==> config.mk <==
export PLATFORM = sky130hd
export DESIGN_NAME = parc_imem_prefetch_queue_flat
export DESIGN_NICKNAME = d
export VERILOG_FILES = /design/src/rtl/parc_imem_prefetch_queue_pkg.sv /design/src/rtl/parc_imem_prefetch_queue_if.sv /design/src/rtl/parc_imem_prefetch_queue_ring.sv /design/src/rtl/parc_imem_prefetch_queue.sv /design/src/flat_wrapper.sv
export SDC_FILE = /design/constraint.sdc
export NUM_CORES = 1
export LEC_CHECK = 0
export ABC_AREA = 1
export ABC_CLOCK_PERIOD_IN_PS = 16000
export BUFFER_PORTS_ARGS = -buffer_cell sky130_fd_sc_hd__buf_2
export CAP_MARGIN = 10
export CORE_UTILIZATION = 60
export DETAILED_ROUTE_END_ITERATION = 8
export PLACE_DENSITY = 0.87
export SLEW_MARGIN = 40
export SYNTH_ARGS = -nofsm -noshare
export SYNTH_HDL_FRONTEND = slang
export SYNTH_SLANG_ARGS = --single-unit
==> constraint.sdc <==
create_clock -name clk -period 16 [get_ports clk]
set_clock_uncertainty 0.15 [all_clocks]
set_input_delay 3.2 -clock clk [delete_from_list [all_inputs] [get_ports clk]]
set_output_delay 3.2 -clock clk [all_outputs]
set_load 0.1 [all_outputs]
==> src/rtl/parc_imem_prefetch_queue_pkg.sv <==
// rtl/parc_imem_prefetch_queue_pkg.sv - shared constants, types and helpers for the prefetch queue
package parc_imem_prefetch_queue_pkg;

  // Default fetch address after reset
  localparam logic [31:0] PF_DEFAULT_RESET_PC = 32'h0000_1000;

  // Sequential fetch stride in bytes
  localparam int PF_PC_STEP = 4;

  // Fetch is held off for the first cycle after reset is released
  typedef enum logic {
    PF_ST_HALT = 1'b0,
    PF_ST_RUN  = 1'b1
  } pf_state_e;

  // Width of a counter that must hold values 0..depth
  function automatic int pf_cnt_w(input int depth);
    return $clog2(depth + 1);
  endfunction

endpackage

==> src/rtl/parc_imem_prefetch_queue_if.sv <==
// rtl/parc_imem_prefetch_queue_if.sv - imem request/response, redirect and instruction handshakes
interface parc_imem_prefetch_queue_if #(
  parameter int ADDR_W = 32,
  parameter int DATA_W = 32
);
  logic [ADDR_W-1:0] imemreq_msg_addr;
  logic              imemreq_val;
  logic              imemreq_rdy;
  logic [DATA_W-1:0] imemresp_msg_data;
  logic              imemresp_val;
  logic              redirect_val;
  logic [ADDR_W-1:0] redirect_pc;
  logic              inst_val;
  logic              inst_rdy;
  logic [DATA_W-1:0] inst_data;
  logic [ADDR_W-1:0] inst_pc;

  // Fetch unit side
  modport master (
    output imemreq_msg_addr, imemreq_val,
    input  imemreq_rdy,
    input  imemresp_msg_data, imemresp_val,
    input  redirect_val, redirect_pc,
    output inst_val, inst_data, inst_pc,
    input  inst_rdy
  );

  // Memory and core side
  modport slave (
    input  imemreq_msg_addr, imemreq_val,
    output imemreq_rdy,
    output imemresp_msg_data, imemresp_val,
    output redirect_val, redirect_pc,
    input  inst_val, inst_data, inst_pc,
    output inst_rdy
  );
endinterface

==> src/rtl/parc_imem_prefetch_queue_ring.sv <==
// rtl/parc_imem_prefetch_queue_ring.sv - circular buffer of {pc, instruction} entries
module parc_imem_prefetch_queue_ring #(
  parameter int DEPTH  = 4,
  parameter int ADDR_W = 32,
  parameter int DATA_W = 32
) (
  input  logic              clk,
  input  logic              reset,
  input  logic              i_enq,
  input  logic [ADDR_W-1:0] i_enq_pc,
  input  logic [DATA_W-1:0] i_enq_data,
  input  logic              i_deq,
  input  logic              i_flush,
  output logic [ADDR_W-1:0] o_head_pc,
  output logic [DATA_W-1:0] o_head_data
);
  localparam int PW = $clog2(DEPTH);

  logic [ADDR_W-1:0] r_pc   [DEPTH];
  logic [DATA_W-1:0] r_data [DEPTH];
  logic [PW-1:0]     r_wr_ptr;
  logic [PW-1:0]     r_rd_ptr;

  // Pointer update; power-of-two depth lets the pointers wrap by overflow
  always_ff @(posedge clk or posedge reset) begin
    if (reset) begin
      r_wr_ptr <= '0;
      r_rd_ptr <= '0;
    end else if (i_flush) begin
      r_wr_ptr <= '0;
      r_rd_ptr <= '0;
    end else begin
      if (i_enq) r_wr_ptr <= r_wr_ptr + PW'(1);
      if (i_deq) r_rd_ptr <= r_rd_ptr + PW'(1);
    end
  end

  // Entry storage; a write landing in a flush cycle belongs to the old path and is dropped
  always_ff @(posedge clk or posedge reset) begin
    if (reset) begin
      for (int i = 0; i < DEPTH; i++) begin
        r_pc[i]   <= '0;
        r_data[i] <= '0;
      end
    end else if (i_enq && !i_flush) begin
      r_pc[r_wr_ptr]   <= i_enq_pc;
      r_data[r_wr_ptr] <= i_enq_data;
    end
  end

  assign o_head_pc   = r_pc[r_rd_ptr];
  assign o_head_data = r_data[r_rd_ptr];
endmodule

==> src/rtl/parc_imem_prefetch_queue.sv <==
// rtl/parc_imem_prefetch_queue.sv - sequential instruction prefetcher with redirect flush
module parc_imem_prefetch_queue
  import parc_imem_prefetch_queue_pkg::*;
#(
  parameter int              DEPTH    = 4,
  parameter int              ADDR_W   = 32,
  parameter int              DATA_W   = 32,
  parameter logic [ADDR_W-1:0] RESET_PC = ADDR_W'(PF_DEFAULT_RESET_PC)
) (
  input logic                         clk,
  input logic                         reset,
  parc_imem_prefetch_queue_if.master  bus
);
  localparam int CW = pf_cnt_w(DEPTH);
  // drop can exceed DEPTH: new-path requests issue while old-path responses drain
  localparam int DW = CW + 1;

  pf_state_e         r_state;
  pf_state_e         w_state_nxt;
  logic [ADDR_W-1:0] r_fetch_pc;
  logic [ADDR_W-1:0] r_resp_pc;
  logic [CW-1:0]     r_count;
  logic [CW-1:0]     r_inflight;
  logic [DW-1:0]     r_drop;

  logic [CW:0]       w_credit_used;
  logic              w_req_val;
  logic              w_fire;
  logic              w_resp_drop;
  logic              w_resp_take;
  logic              w_resp_legal;
  logic              w_enq;
  logic              w_inst_val;
  logic              w_deq;

  // Issue credit counts only registered occupancy, never a same-cycle dequeue
  assign w_credit_used = {1'b0, r_count} + {1'b0, r_inflight};
  assign w_req_val     = (r_state == PF_ST_RUN) && !bus.redirect_val &&
                         (w_credit_used < (CW+1)'(DEPTH));
  assign w_fire        = w_req_val && bus.imemreq_rdy;
  assign w_resp_drop   = bus.imemresp_val && (r_drop != '0);
  assign w_resp_take   = bus.imemresp_val && (r_drop == '0) && (r_inflight != '0);
  assign w_resp_legal  = w_resp_drop || w_resp_take;
  assign w_enq         = w_resp_take && !bus.redirect_val;
  assign w_inst_val    = (r_count != '0);
  assign w_deq         = w_inst_val && bus.inst_rdy;

  // Run state register
  always_ff @(posedge clk or posedge reset) begin
    if (reset) r_state <= PF_ST_HALT;
    else       r_state <= w_state_nxt;
  end

  // Leave the halt state on the first edge after reset release
  always_comb begin
    w_state_nxt = r_state;
    if (r_state == PF_ST_HALT) w_state_nxt = PF_ST_RUN;
  end

  // Occupancy, in-flight and stale-response counters; redirect overrides everything
  always_ff @(posedge clk or posedge reset) begin
    if (reset) begin
      r_count    <= '0;
      r_inflight <= '0;
      r_drop     <= '0;
    end else if (bus.redirect_val) begin
      r_count    <= '0;
      r_inflight <= '0;
      r_drop     <= r_drop + DW'(r_inflight) - DW'(w_resp_legal);
    end else begin
      r_count    <= r_count + CW'(w_enq) - CW'(w_deq);
      r_inflight <= r_inflight + CW'(w_fire) - CW'(w_resp_take);
      r_drop     <= r_drop - DW'(w_resp_drop);
    end
  end

  // Request and response PC tracking
  always_ff @(posedge clk or posedge reset) begin
    if (reset) begin
      r_fetch_pc <= RESET_PC;
      r_resp_pc  <= RESET_PC;
    end else if (bus.redirect_val) begin
      r_fetch_pc <= bus.redirect_pc;
      r_resp_pc  <= bus.redirect_pc;
    end else begin
      if (w_fire)      r_fetch_pc <= r_fetch_pc + ADDR_W'(PF_PC_STEP);
      if (w_resp_take) r_resp_pc  <= r_resp_pc + ADDR_W'(PF_PC_STEP);
    end
  end

  // Flag a response that matches no outstanding request
  always @(posedge clk) begin
    if (!reset && bus.imemresp_val)
      assert (r_inflight != '0 || r_drop != '0)
        else $error("parc_imem_prefetch_queue: response with nothing outstanding ignored");
  end

  parc_imem_prefetch_queue_ring #(
    .DEPTH  (DEPTH),
    .ADDR_W (ADDR_W),
    .DATA_W (DATA_W)
  ) u_ring (
    .clk         (clk),
    .reset       (reset),
    .i_enq       (w_enq),
    .i_enq_pc    (r_resp_pc),
    .i_enq_data  (bus.imemresp_msg_data),
    .i_deq       (w_deq),
    .i_flush     (bus.redirect_val),
    .o_head_pc   (bus.inst_pc),
    .o_head_data (bus.inst_data)
  );

  assign bus.imemreq_msg_addr = r_fetch_pc;
  assign bus.imemreq_val      = w_req_val;
  assign bus.inst_val         = w_inst_val;
endmodule

==> src/flat_wrapper.sv <==
// flat-port wrapper written by rule: the top's interface ports become plain ports
module parc_imem_prefetch_queue_flat import parc_imem_prefetch_queue_pkg::*;
#(
  parameter int              DEPTH    = 4,
  parameter int              ADDR_W   = 32,
  parameter int              DATA_W   = 32,
  parameter logic [ADDR_W-1:0] RESET_PC = ADDR_W'(PF_DEFAULT_RESET_PC)
)
  (clk, reset, bus_imemreq_msg_addr, bus_imemreq_val, bus_imemreq_rdy, bus_imemresp_msg_data, bus_imemresp_val, bus_redirect_val, bus_redirect_pc, bus_inst_val, bus_inst_data, bus_inst_pc, bus_inst_rdy);
  parc_imem_prefetch_queue_if #(.ADDR_W(ADDR_W), .DATA_W(DATA_W)) bus_i ();
  input logic clk;
  input logic reset;
  output wire logic [$bits(bus_i.imemreq_msg_addr)-1:0] bus_imemreq_msg_addr;
  output wire logic [$bits(bus_i.imemreq_val)-1:0] bus_imemreq_val;
  input wire logic [$bits(bus_i.imemreq_rdy)-1:0] bus_imemreq_rdy;
  input wire logic [$bits(bus_i.imemresp_msg_data)-1:0] bus_imemresp_msg_data;
  input wire logic [$bits(bus_i.imemresp_val)-1:0] bus_imemresp_val;
  input wire logic [$bits(bus_i.redirect_val)-1:0] bus_redirect_val;
  input wire logic [$bits(bus_i.redirect_pc)-1:0] bus_redirect_pc;
  output wire logic [$bits(bus_i.inst_val)-1:0] bus_inst_val;
  output wire logic [$bits(bus_i.inst_data)-1:0] bus_inst_data;
  output wire logic [$bits(bus_i.inst_pc)-1:0] bus_inst_pc;
  input wire logic [$bits(bus_i.inst_rdy)-1:0] bus_inst_rdy;
  assign bus_imemreq_msg_addr = bus_i.imemreq_msg_addr;
  assign bus_imemreq_val = bus_i.imemreq_val;
  assign bus_i.imemreq_rdy = bus_imemreq_rdy;
  assign bus_i.imemresp_msg_data = bus_imemresp_msg_data;
  assign bus_i.imemresp_val = bus_imemresp_val;
  assign bus_i.redirect_val = bus_redirect_val;
  assign bus_i.redirect_pc = bus_redirect_pc;
  assign bus_inst_val = bus_i.inst_val;
  assign bus_inst_data = bus_i.inst_data;
  assign bus_inst_pc = bus_i.inst_pc;
  assign bus_i.inst_rdy = bus_inst_rdy;
  parc_imem_prefetch_queue #(.DEPTH(DEPTH), .ADDR_W(ADDR_W), .DATA_W(DATA_W), .RESET_PC(RESET_PC)) u_core (.clk(clk), .reset(reset), .bus(bus_i));
endmodule
After elaboration in Yosys (flattened, before gate mapping). Index checks and enable logic that the tools add are counted.

Bits in registers: 335. Word-level logic and storage cells: 75.

Add/sub/neg operators: 12. Order comparisons: 4. Multiplexer cells: 21. Bitwise operators: 2. Reductions and logical operators: 20.

Operators by type and width (count): $mux 32 (9); $bwmux 128 (2); $bmux 32 s2 (2); $add 32x3->32 const B (2); $demux 32 s2 (1); $logic_and 1x1->1 (10); $mux 2 (4); $reduce_bool 2->1 (4); $sub 4x1->4 (2); $add 3x1->3 (2); $ge 3x3->1 const B (2); $mux 3 (2); $not 2->3 (2); $reduce_bool 3->1 (2); $sub 3x1->3 (2); $add 2x1->2 const B (2); $add 3x3->4 (1); $add 4x3->4 (1); $logic_not 4->1 (1); $lt 4x3->1 const B (1); $mux 4 (1); $reduce_bool 4->1 (1); $lt 3x1->1 const B (1); $logic_not 1->1 (1); $logic_or 1x1->1 (1).

Depth between registers and ports, before layout.
Depth after elaboration: 7. Mapped depth: 13. Depth with buffers taken out: 12.

Cells and area by module. A second synthesis with hierarchy kept.

Cells, all modules: 2722. Area total of the unflattened synthesis: 19394.9 um^2.

By module, submodules not included: parc_imem_prefetch_queue_ring (times used 1, cells each 1914, area each 14092.3 um^2); parc_imem_prefetch_queue (times used 1, cells each 808, area each 5302.6 um^2).

Worst setup path after synthesis. No wires, ideal clock.

Path kind: input to output. Start: input port bus_redirect_val. End: output port bus_imemreq_val. Arrival: 4.783 ns. Path slack: 7.867 ns. Stages on the path: 4. Cell sequence: buf_2 > nor2_1 > nand2_1 > nor2_1.

Longest elaborated chain between the ends: 3.

RTL lines: from (decl) (line flat_wrapper.sv:18) `input wire logic [$bits(bus_i.redirect_val)-1:0] bus_redirect_val;`; $logic_not 1->1 (line parc_imem_prefetch_queue.sv:38) `assign w_req_val = (r_state == PF_ST_RUN) && !bus.redirect_val &&`; $logic_and 1x1->1 (2 in series) (line parc_imem_prefetch_queue.sv:38); to (decl) (line flat_wrapper.sv:14) `output wire logic [$bits(bus_i.imemreq_val)-1:0] bus_imemreq_val;`.

No other way between the ends.

Worst setup path after layout. Ends and elaborated chain as after synthesis.

==> impl_results.md <==
- Core area: 27200 µm²
- Slew headroom: 45.5%
- Max IR drop VDD: 0.157 mV
- CP most frequent cell: nor2_1
- Total of max-cap violations: 0
- Drt pass-1 iters: 5
- Seq/Total Area, Yosys: 50.0%
- Total grt overflow: 0
- CP arrival: 4.28 ns
- Inserted Diodes: 0
- Vias per cell: 5.78
- Post-synth top flop: dfrtp_1
- Die area: 28600 µm²
- Hold crit path type: reg2reg
- Wirelength per Cell: 16.6 µm
- CTS tree: yes
- Vias in the first global route: 14400
- Largest net degree at the start of global routing: 137
- P_leak: 9.22 nW
- Mapped Cells: 2066
- Initial cell density of the core: 61.7%
- Max stage delay cell, worst path: buf_2
- Fraction of layout cells with a size suffix above 1: 14.9%
- Detail Placement HPWL: 26.8 mm
- Post-synth top cells: nand2_1 (549), dfrtp_1 (333), nor2_1 (242), o21ai_0 (231), inv_1 (151)
- Mapped Area: 16800 µm²
- Antenna Nets Post-Route: 0
- Setup violators final: 0
- CTS Hold Bufs: 0
- PD cells: 184 nW/µm²
- RSZ-0062 raised after global routing: false
- Skew-Pair Late Insertion Delay: 0.52 ns
- Slew @ Worst Pin: 0.816 ns
- Area growth, synth to finish: 11.7%
- Seq cells post-synth: 335
- Yosys top cell by area: dfrtp_1
- Tcrit/Tclk final: 47.7%
- Status: finished, final reports clean
- Crit path cell chain: buf_4 > nor2_1 > nand2_1 > nor2_1 > buf_2
- Crit. End Element: output port
- Required @ worst endpoint: 12.65 ns
- Antenna violations before repair: 0
- CP Max Fanout: 47
- Final hold vios: 0
- Final core utilization: 68.9%
- PostCTS Resize Cnt: 0
- TritonCTS Buffers: 36
- Post-synth net total: 2159
- Final wirelength: 42.5 mm
- Fin nets: 2259
- Count leader, synth: nand2_1
- TNS Setup: 0 ns
- Slowest stage delay, CP: 0.45 ns
- Filler instances: 2121
- Postcts setup bufs: 0
- First-pass GRT wire length: 69.8 mm
- Yosys top cell area share: 49.7%
- Yosys cell types: 35
- Tmin final: 7.63 ns
- Vias after detailed routing: 14800
- Max Clk Rate: 131 MHz
- Top Usage Layer GRT: met2
- Residual DRC: 0
- Ys async rst share: 100%
- Clock transition at path regs: 0.06 ns
- Post-synth EDFFs: 0
- Cell Rows: 60
- Final RePlAce weighted congestion: 0.966
- Clk root buf: clkbuf_16
- GR Layer Usage met3: 4.31%
- CTS Sinks: 335
- Global Route met2 Usage: 49.5%
- Kind of start point of the critical path: input port
- Count of pins over their slew limit: 0
- Met1 Usage GRT: 40.4%
- Largest cells by area after synthesis: dfrtp_1 (50%), nand2_1 (12%), o21ai_0 (6.9%), nor2_1 (5.4%), o21ai_2 (3.7%)
- Max Root-Sink Buffers: 3
- Total GRT Usage: 30.1%
- DIE HEIGHT: 169 µm
- Number of DRC markers in iteration 0: 1410
- I/O pin count: 168
- # port buffers: 167
- Mapped Avg Cell Area: 8.12 µm²
- H-tree depth: 2
- Yosys warns: 0
- Die width: 169 µm
- Setup CP Type: in2out
## critical path: cells and delay by family
| family | cells | cell delay [ns] |
|---|---|---|
| buffers and inverters | 2 | 0.72 |
| and+or+nand+nor | 3 | 0.35 |
## where the power goes
part,switching [mW],internal [mW]
clock network,0.341,0.523
logic,1.26,0.269
registers,0.0950,0.949
## metrics by stage
step	power (mW)	instance area [µm²]	worst slack (ns)	instances	hold slack (ns)
floorplan	2.31	16800	3.37	2066	0.300
global placement	2.55	17400	8.24	2498	0.308
detailed placement	2.58	17500	8.20	2499	0.313
CTS	3.45	18700	8.19	2564	0.328
global route	3.58	18700	8.23	2565	0.342
finish	3.44	18700	8.37	2565	0.330
## cell usage in the layout, fill, tap and decap left out, drive strengths merged
master and count:
o21ai 423, dfstp 2, nand3b 1, clkinv 10
nor2 245, nand2 553, buf 180, a21oi 11
conb 1, o211ai 18, xor2 20, mux2i 1
fa 3, nand3 84, a21boi 1, o21bai 2
bufinv 4, nor3 1, o22ai 64, nand4 6
xnor2 4, clkbuf 51, ha 20, dfrtp 333
a31oi 2, inv 152, clkinvlp 1
## path summary, 6_finish.rpt
kind | startpoint | endpoint | slack (ns) | cells after the start
max reg2reg | u_core.r_inflight[1] | u_core.u_ring.r_data[26] | 12.42 | 10
min reg2reg | u_core.u_ring.r_data[44] | u_core.u_ring.r_data[44] | 0.33 | 2
min in group asynchronous | reset | u_core.u_ring.r_pc[33] | 2.63 | 2
min | u_core.u_ring.r_data[44] | u_core.u_ring.r_data[44] | 0.33 | 2
max | bus_redirect_val | bus_imemreq_val | 8.37 | 5
max in group asynchronous | reset | u_core.u_ring.r_data[96] | 11.60 | 4
## layout make-up
cell class,instances,area (µm²),share of cell area [%]
repair buffers,180,985,5.26
multi-input cells,1460,7070,37.7
flip-flops and latches,335,8390,44.8
inverters,153,589,3.15
clock inverters,14,191,1.02
well taps,372,465,2.48
clock buffers,51,1050,5.59
## cells by family after synthesis
family | count (synthesis) | synth area share [%]
other cells | 1 | 0.0224
xor+xnor | 24 | 1.25
flops | 335 | 50.0
buf+inv | 271 | 8.01
simple gates | 890 | 20.9
mux | 1 | 0.0597
compound gates | 521 | 17.9
fa+ha+maj | 23 | 1.85
## flip-flops by register name (all words and copies together) (netlist names)
| signal | count |
|---|---|
| u_core.r_drop | 4 |
| u_core.u_ring.r_wr_ptr | 2 |
| u_core.r_state | 1 |
| u_core.bus.imemreq_msg_addr | 32 |
| u_core.u_ring.r_rd_ptr | 2 |
| u_core.u_ring.r_pc | 128 |
| u_core.u_ring.r_data | 128 |
| u_core.r_count | 3 |
| u_core.r_inflight | 3 |
| u_core.r_resp_pc | 32 |
## routing by layer
layer	part of all wire [%]	vias up
li1	-	6953
met3	7.2	103
met2	48	640
met5	0	-
met1	42	7123
met4	3.5	0
No activity file was read; power rests on OpenSTA's default activity.
